===== config.mk =====
export PLATFORM = sky130hd
export DESIGN_NAME = cc_muxx_rr_arbiter
export DESIGN_NICKNAME = d
export VERILOG_FILES = /design/src/rtl/cc_arb_pkg.sv /design/src/rtl/cc_rr_pick.sv /design/src/rtl/cc_muxx_rr_arbiter.sv
export SDC_FILE = /design/constraint.sdc
export NUM_CORES = 1
export LEC_CHECK = 0
export CAP_MARGIN = 10
export CORE_MARGIN = 2
export CORE_UTILIZATION = 50
export DETAILED_ROUTE_END_ITERATION = 16
export PLACE_DENSITY_LB_ADDON = 0.2
export SYNTH_ARGS = -nofsm -noshare
export SYNTH_HDL_FRONTEND = slang
export SYNTH_SLANG_ARGS = --single-unit

===== constraint.sdc =====
create_clock -name CC_ARB_CLOCK_50 -period 4 [get_ports CC_ARB_CLOCK_50]
set_input_delay 0.6 -clock CC_ARB_CLOCK_50 [delete_from_list [all_inputs] [get_ports CC_ARB_CLOCK_50]]
set_output_delay 0.6 -clock CC_ARB_CLOCK_50 [all_outputs]
set_load 0.01 [all_outputs]

===== src/rtl/cc_arb_pkg.sv =====
// Shared constants for the CC_MUXX round-robin arbiter: sizes, quantum default,
// FSM encodings and the one-hot grant helper.
package cc_arb_pkg;

    localparam int NUM_REQ        = 8;
    localparam int DATAWIDTH_SEL  = 3;
    localparam int QUANTUM_DEF    = 16;
    localparam int DATAWIDTH_QCNT = 5;

    localparam logic ARB_IDLE  = 1'b0;
    localparam logic ARB_GRANT = 1'b1;

    function automatic logic [NUM_REQ-1:0] onehot_of(input logic [DATAWIDTH_SEL-1:0] idx);
        logic [NUM_REQ-1:0] one_v;
        one_v = {{(NUM_REQ-1){1'b0}}, 1'b1};
        return one_v << idx;
    endfunction

endpackage


===== src/rtl/cc_rr_pick.sv =====
// Rotating priority encoder: first set request after ptr_s, wrapping, with the
// pointer position itself tried last (or skipped entirely when excl_s is set).
module cc_rr_pick
    import cc_arb_pkg::*;
(
    input  logic [NUM_REQ-1:0]       req_s,
    input  logic [DATAWIDTH_SEL-1:0] ptr_s,
    input  logic                     excl_s,
    output logic                     found_s,
    output logic [DATAWIDTH_SEL-1:0] win_s
);

    logic [DATAWIDTH_SEL-1:0] idx_s;
    logic                     cand_s;

    // Scan farthest-first so the nearest candidate after the pointer overwrites last.
    always_comb begin
        found_s = 1'b0;
        win_s   = {DATAWIDTH_SEL{1'b0}};
        idx_s   = {DATAWIDTH_SEL{1'b0}};
        cand_s  = 1'b0;
        for (int i = NUM_REQ; i >= 1; i--) begin
            idx_s   = ptr_s + DATAWIDTH_SEL'(i);
            cand_s  = req_s[idx_s] & ~(excl_s & (i == NUM_REQ));
            found_s = cand_s ? 1'b1  : found_s;
            win_s   = cand_s ? idx_s : win_s;
        end
    end

endmodule


===== src/rtl/cc_muxx_rr_arbiter.sv =====
// Round-robin owner of the CC_MUXX select: registers requests, runs the
// IDLE/GRANT FSM with a hold quantum, and drives registered grant/select/valid.
module cc_muxx_rr_arbiter
    import cc_arb_pkg::*;
#(
    parameter int QUANTUM        = QUANTUM_DEF,
    parameter int DATAWIDTH_QCNT = 5
) (
    input  logic                     CC_ARB_CLOCK_50,
    input  logic                     CC_ARB_RESET_InLow,
    input  logic [NUM_REQ-1:0]       CC_ARB_Request_In,
    output logic [NUM_REQ-1:0]       CC_ARB_Grant_Out,
    output logic [DATAWIDTH_SEL-1:0] CC_ARB_Selection_Out,
    output logic                     CC_ARB_Valid_Out,
    output logic [DATAWIDTH_SEL-1:0] CC_ARB_Owner_Out
);

    logic [NUM_REQ-1:0]        req_r;
    logic                      state_r,  state_s;
    logic [DATAWIDTH_SEL-1:0]  owner_r,  owner_s;
    logic [DATAWIDTH_QCNT-1:0] qcnt_r,   qcnt_s;
    logic [NUM_REQ-1:0]        grant_r,  grant_s;
    logic [DATAWIDTH_SEL-1:0]  sel_r,    sel_s;
    logic                      valid_r,  valid_s;
    logic                      found_s;
    logic [DATAWIDTH_SEL-1:0]  win_s;
    logic                      qlast_s;

    // While granted the owner is never its own successor, so exclude it from the search.
    cc_rr_pick u_pick (
        .req_s   (req_r),
        .ptr_s   (owner_r),
        .excl_s  (state_r),
        .found_s (found_s),
        .win_s   (win_s)
    );

    assign qlast_s = (qcnt_r == DATAWIDTH_QCNT'(QUANTUM - 1));

    // Request sampling register; isolates outputs from any combinational request path.
    always_ff @(posedge CC_ARB_CLOCK_50 or negedge CC_ARB_RESET_InLow) begin
        if (!CC_ARB_RESET_InLow) begin
            req_r <= {NUM_REQ{1'b0}};
        end else begin
            req_r <= CC_ARB_Request_In;
        end
    end

    // Next-state decision: new grant, keep, or fall back to idle.
    always_comb begin
        state_s = state_r;
        owner_s = owner_r;
        qcnt_s  = qcnt_r;
        grant_s = grant_r;
        sel_s   = sel_r;
        valid_s = valid_r;
        if (found_s && ((state_r == ARB_IDLE) || !req_r[owner_r] || qlast_s)) begin
            state_s = ARB_GRANT;
            owner_s = win_s;
            qcnt_s  = {DATAWIDTH_QCNT{1'b0}};
            grant_s = onehot_of(win_s);
            sel_s   = win_s;
            valid_s = 1'b1;
        end else begin
            case (state_r)
                ARB_GRANT: begin
                    if (!req_r[owner_r]) begin
                        state_s = ARB_IDLE;
                        qcnt_s  = {DATAWIDTH_QCNT{1'b0}};
                        grant_s = {NUM_REQ{1'b0}};
                        sel_s   = {DATAWIDTH_SEL{1'b0}};
                        valid_s = 1'b0;
                    end else if (qlast_s) begin
                        qcnt_s  = {DATAWIDTH_QCNT{1'b0}};
                    end else begin
                        qcnt_s  = qcnt_r + DATAWIDTH_QCNT'(1);
                    end
                end
                default: begin
                    state_s = ARB_IDLE;
                    qcnt_s  = {DATAWIDTH_QCNT{1'b0}};
                    grant_s = {NUM_REQ{1'b0}};
                    sel_s   = {DATAWIDTH_SEL{1'b0}};
                    valid_s = 1'b0;
                end
            endcase
        end
    end

    // Arbiter state and output registers; owner resets to 7 so the first search starts at 0.
    always_ff @(posedge CC_ARB_CLOCK_50 or negedge CC_ARB_RESET_InLow) begin
        if (!CC_ARB_RESET_InLow) begin
            state_r <= ARB_IDLE;
            owner_r <= {DATAWIDTH_SEL{1'b1}};
            qcnt_r  <= {DATAWIDTH_QCNT{1'b0}};
            grant_r <= {NUM_REQ{1'b0}};
            sel_r   <= {DATAWIDTH_SEL{1'b0}};
            valid_r <= 1'b0;
        end else begin
            state_r <= state_s;
            owner_r <= owner_s;
            qcnt_r  <= qcnt_s;
            grant_r <= grant_s;
            sel_r   <= sel_s;
            valid_r <= valid_s;
        end
    end

    assign CC_ARB_Grant_Out     = grant_r;
    assign CC_ARB_Selection_Out = sel_r;
    assign CC_ARB_Valid_Out     = valid_r;
    assign CC_ARB_Owner_Out     = owner_r;

endmodule


# == After elaboration in Yosys (flattened, before gate mapping) ==
# Index checks and enable logic that the tools add are counted.
# classes
add_sub_neg,8
magnitude_cmp,8
n_eq_ne,2
n_shift,1
n_mux,48
n_bitwise,2
n_reduce_logical,4
# ops
cell,n
two-way mux 3 bit,11
< comparator 3 x 4 -> 1 bit (second input constant),8
binary-select mux 1 bit (select 3 bit),8
two-way mux 8 bit,3
two-way mux 1 bit,22
two-way mux 5 bit,4
adder 3 bit (second input constant),4
left shift 1 x 3 -> 8 bit (first input constant),1
adder 3 x 2 -> 3 bit (second input constant),2
adder 5 x 1 -> 5 bit (second input constant),1
equality test 5 x 4 -> 1 bit (second input constant),1
adder 3 x 1 -> 3 bit (second input constant),1
inequality test 3 bit (second input constant),1
logical OR 1 bit,2
bitwise AND 1 bit,1
logical AND 1 bit,1
logical NOT 1 bit,1
inverter 1 bit,1
# totals
ff_bits,29
in_bits,10
out_inout_bits,15
elab_cells,80

# == Depth between registers and ports, before layout ==
# logic_depth
word_depth,13
depth_mapped,12
mapped_depth_nobuf,9

# == By module ==
# From an unflattened synthesis, not the netlist that was laid out.
# hier_totals
hier_cells,190
hier_area_um2,2089.5
# by_module_without_submodules
mod,n_inst,cells_each,area_each_um2
cc_muxx_rr_arbiter,1,79,1153.6
cc_rr_pick,1,111,935.9

# == Worst setup path before layout ==
# OpenSTA, ideal clock, no wires.
# synth_path
path_kind,register to register
from,reg owner_r[0] (netlist: CC_ARB_Owner_Out[0])
to,reg grant_r[4] (netlist: CC_ARB_Grant_Out[4])
setup_ns,0.101
t_arrival_ns,3.464
slack_ns,0.436
stages_incl_launch_ff,11
synth_period_minus_slack_ns,3.564
path_cell_list,dfstp_2 > buf_6 > clkinv_1 > ha_1 > buf_2 > mux4_1 > mux2i_1 > mux2_2 > a211o_2 > or2_1 > o32ai_1
# synth_between
elab_chain_cells,13
word_cells_on_any_way,47
classes_between,7 x add/sub; 1 x eq/ne; 1 x shift; 33 x mux; 1 x bitwise; 4 x reduce/logical
# synth_lines
item,line_no,source
start: declaration,cc_muxx_rr_arbiter.sv:20,"logic [DATAWIDTH_SEL-1:0] owner_r, owner_s;"
start signal: assignment,cc_muxx_rr_arbiter.sv:94,owner_r <= {DATAWIDTH_SEL{1'b1}};
start signal: assignment,cc_muxx_rr_arbiter.sv:101,owner_r <= owner_s;
branches (longest 13 deep; another with adder 3 bit),--,
end signal: assignment,cc_muxx_rr_arbiter.sv:96,grant_r <= {NUM_REQ{1'b0}};
end signal: assignment,cc_muxx_rr_arbiter.sv:103,grant_r <= grant_s;
end: declaration,cc_muxx_rr_arbiter.sv:22,"logic [NUM_REQ-1:0] grant_r, grant_s;"
# Parallel ways; which one is timed is not known. The select of a mux whose other input is x is not followed.
# A chain may end at the register's enable or synchronous reset.

# == Worst setup path in the final report ==
# Same ends and word-level chain as after synthesis.

==> out/metrics.yaml <==
outcome:
  outcome: "completed"
sta:
  grt_setup_unrepaired: "false"
  timing.max_slew.rel_slack: 0.524
  timing.setup.tns_ns: 0
  fin_worst_skew_ns: 0.00586
  worst_pin_slew_ns: 0.714
  max_clock_freq_ghz: 0.270
  finalMaxSlewViolations: 0
  layout_min_cycle_time_ns: 3.70
  hold_violations: 0
  fin_crit_sh: 0.926
  setup-violations-final: 0
final_layout:
  num_antenna_cells: 0
  layout-drive-gt1-share: 0.157
  layout-area-overhead-vs-synth_pct: 18.4
  final-instance-count-excl-fill: 246
  post-route-cell-area_um2: 2320
  num-nets-final: 211
clocking:
  htree_num_levels: 2
  cts_inserted_buffers: 5
  clock_path_buffers: 2
  tritoncts_clock_tree: "yes"
  clock_sinks: 29
  cts_resized: 0
  cts_root_buf: "sky130_fd_sc_hd__clkbuf_8"
  clk_latency_ns: 0.28
  worst_setup_hold_path_clk_slew_ns: 0.06
  cts_hold_buf: 0
  cts.repair_timing.setup_buffer_count: 0
global_routing:
  gr-usage-all-layers: 0.225
  grt_first_pass_wirelength_mm: 7.35
  first_global_vias: 1489
  grt_start_max_net_pins: 30
  globalRouteOverflowTotal: 0
  grt_antenna_before_repair: 0
floorplan:
  design.portCount: 25
  number_of_placement_rows: 22
  chipWidth_um: 66.6
  coreArea_um2: 3720
  design.die.area_um2: 4440
  starting_density_of_the_core: 0.528
  dieHeight_um: 66.6
logic_synthesis:
  synth.yosys.warnings: 0
  yosys.cell_types.count: 47
  ys_dominant_reg_cell: "sky130_fd_sc_hd__dfrtp_1"
  synth.top_cell.area_share: 0.332
  async_reset_ff_frac: 1.00
  yosys_register_bits: 29
  synth_sequential_area_ratio: 0.372
  netlist.top_cell.by_area: "sky130_fd_sc_hd__dfrtp_1"
  synth_edf_count: 0
  synth.net_count: 183
  synth.cells.most_frequent: "26 x sky130_fd_sc_hd__dfrtp_1, 14 x sky130_fd_sc_hd__nor2_1, 12 x sky130_fd_sc_hd__mux2i_1"
  post_synth_inst_count: 170
  synthesis.area_um2: 1960
  post_syn_area_per_cell_um2: 11.5
  synth_area_leaders: "sky130_fd_sc_hd__dfrtp_1 33%, sky130_fd_sc_hd__mux4_2 11%, sky130_fd_sc_hd__mux4_1 6.7%, sky130_fd_sc_hd__mux2i_1 6.1%, sky130_fd_sc_hd__dfstp_2 4.0%"
  cell_with_the_most_instances_after_synthesis: "sky130_fd_sc_hd__dfrtp_1"
route:
  avgViaCountPerCell: 6.14
  detailedRoute.firstIterationViolations: 100
  drcViolationCount: 0
  routed_wl_mm: 4.23
  firstDrtPassIters: 4
  num_vias: 1510
  number_of_routed_nets_with_antenna_violations: 0
  avgRoutedWirePerCell_um: 17.2
flow_run:
  max_cap_violations: 0
setup_path:
  start_kind: "flip-flop"
  path_max_fanout: 12
  criticalPathCategory: "flip-flop to flip-flop"
  timing.critical_path.required_ns: 4.18
  arrival_ns: 3.88
  worst-r2r-setup-slack_ns: 0.30
  worstSetupEndpointType: "flip-flop"
placed_design:
  gp_congestion: 0.919
  post-place-cells: 239
  placement.cell_area_um2: 2240
  port-buffer-count: 24
  dpl.hpwl_mm: 3.12
min_path:
  worstHoldPathType: "flip-flop to flip-flop"
[worst paths after layout]
check / cells after the start / end / start
max: 8 / CC_ARB_Grant_Out[4] / CC_ARB_Owner_Out[0]
min: 1 / qcnt_r[0] / qcnt_r[0]
max reg2reg: 8 / CC_ARB_Grant_Out[4] / CC_ARB_Owner_Out[0]
min reg2reg: 1 / qcnt_r[0] / qcnt_r[0]
max in group asynchronous: 2 / CC_ARB_Owner_Out[1] / CC_ARB_RESET_InLow
min in group asynchronous: 2 / CC_ARB_Grant_Out[4] / CC_ARB_RESET_InLow
[cell families after synthesis]
kind of cell / after synthesis / share of synthesized area
AND/OR/NAND/NOR: 43 / 0.110
multiplexers: 33 / 0.278
adder cells (fa/ha/maj): 3 / 0.0191
XOR/XNOR: 5 / 0.0223
flip-flops: 29 / 0.372
buffers and inverters: 19 / 0.0510
AO/OA/AOI/OAI: 38 / 0.147
[layout by cell type (no fill, tap or decap), drive strengths merged, types with 2 or more instances in the layout]
| cell | synthesis | layout |
|---|---|---|
| a32o | 4 | 4 |
| and2 | 4 | 4 |
| a21oi | 6 | 6 |
| o32ai | 4 | 4 |
| a21boi | 3 | 3 |
| clkdlybuf4s50 | 0 | 24 |
| ha | 3 | 3 |
| nor2 | 14 | 14 |
| a22oi | 2 | 2 |
| a21o | 3 | 3 |
| nand2 | 8 | 8 |
| clkbuf | 1 | 7 |
| inv | 11 | 11 |
| a221oi | 2 | 2 |
| dfstp | 3 | 3 |
| nand2b | 3 | 3 |
| dfrtp | 26 | 26 |
| nor2b | 3 | 3 |
| mux2 | 6 | 6 |
| and2b | 2 | 2 |
| mux4 | 15 | 15 |
| and3 | 2 | 2 |
| o21ai | 3 | 3 |
| buf | 6 | 4 |
| xor2 | 4 | 4 |
| mux2i | 12 | 12 |
| nand3 | 2 | 2 |
[final cells by class]
type                    count  area, um^2
fillers                   308        1390
inverters                  12        45.0
well taps                  48        60.1
flip-flops and latches     29         729
multi-input cells         122        1130
repair buffers             28         270
clock buffers               7        86.3
[flip-flops by register name, indices dropped and copies added (netlist names)]
signal / count
state_r: 1
qcnt_r: 5
CC_ARB_Grant_Out: 8
CC_ARB_Owner_Out: 3
CC_ARB_Valid_Out: 1
req_r: 8
CC_ARB_Selection_Out: 3
[critical path: stages (launching register included)]
cell                       delay [ns]
sky130_fd_sc_hd__dfstp_2         0.53
sky130_fd_sc_hd__clkinv_1        0.18
sky130_fd_sc_hd__ha_1            0.63
sky130_fd_sc_hd__mux4_1          0.72
sky130_fd_sc_hd__mux2i_1         0.32
sky130_fd_sc_hd__mux2_2          0.38
sky130_fd_sc_hd__a211o_2         0.34
sky130_fd_sc_hd__or2_1           0.23
sky130_fd_sc_hd__o32ai_1         0.27
[layer usage]
| layer | share of wire | track usage |
|---|---|---|
| met4 | 0.011 | 0.0765 |
| met5 | 0 | 0 |
| met1 | 0.41 | 0.293 |
| met2 | 0.51 | 0.359 |
| met3 | 0.060 | 0.0676 |
[per-stage QoR]
step,util,worst slack (ns),hold WS [ns]
after CTS,0.625,0.282,0.470
after global placement,0.602,0.423,0.446
final,0.625,0.297,0.468
after global routing,0.625,0.0430,0.487
after floorplan,-,0.436,0.304
after detailed placement,0.602,0.282,0.462
Power is left out: the tool's default activity adds up to more than one toggle a clock period on the data nets, which glitch-free logic cannot reach.
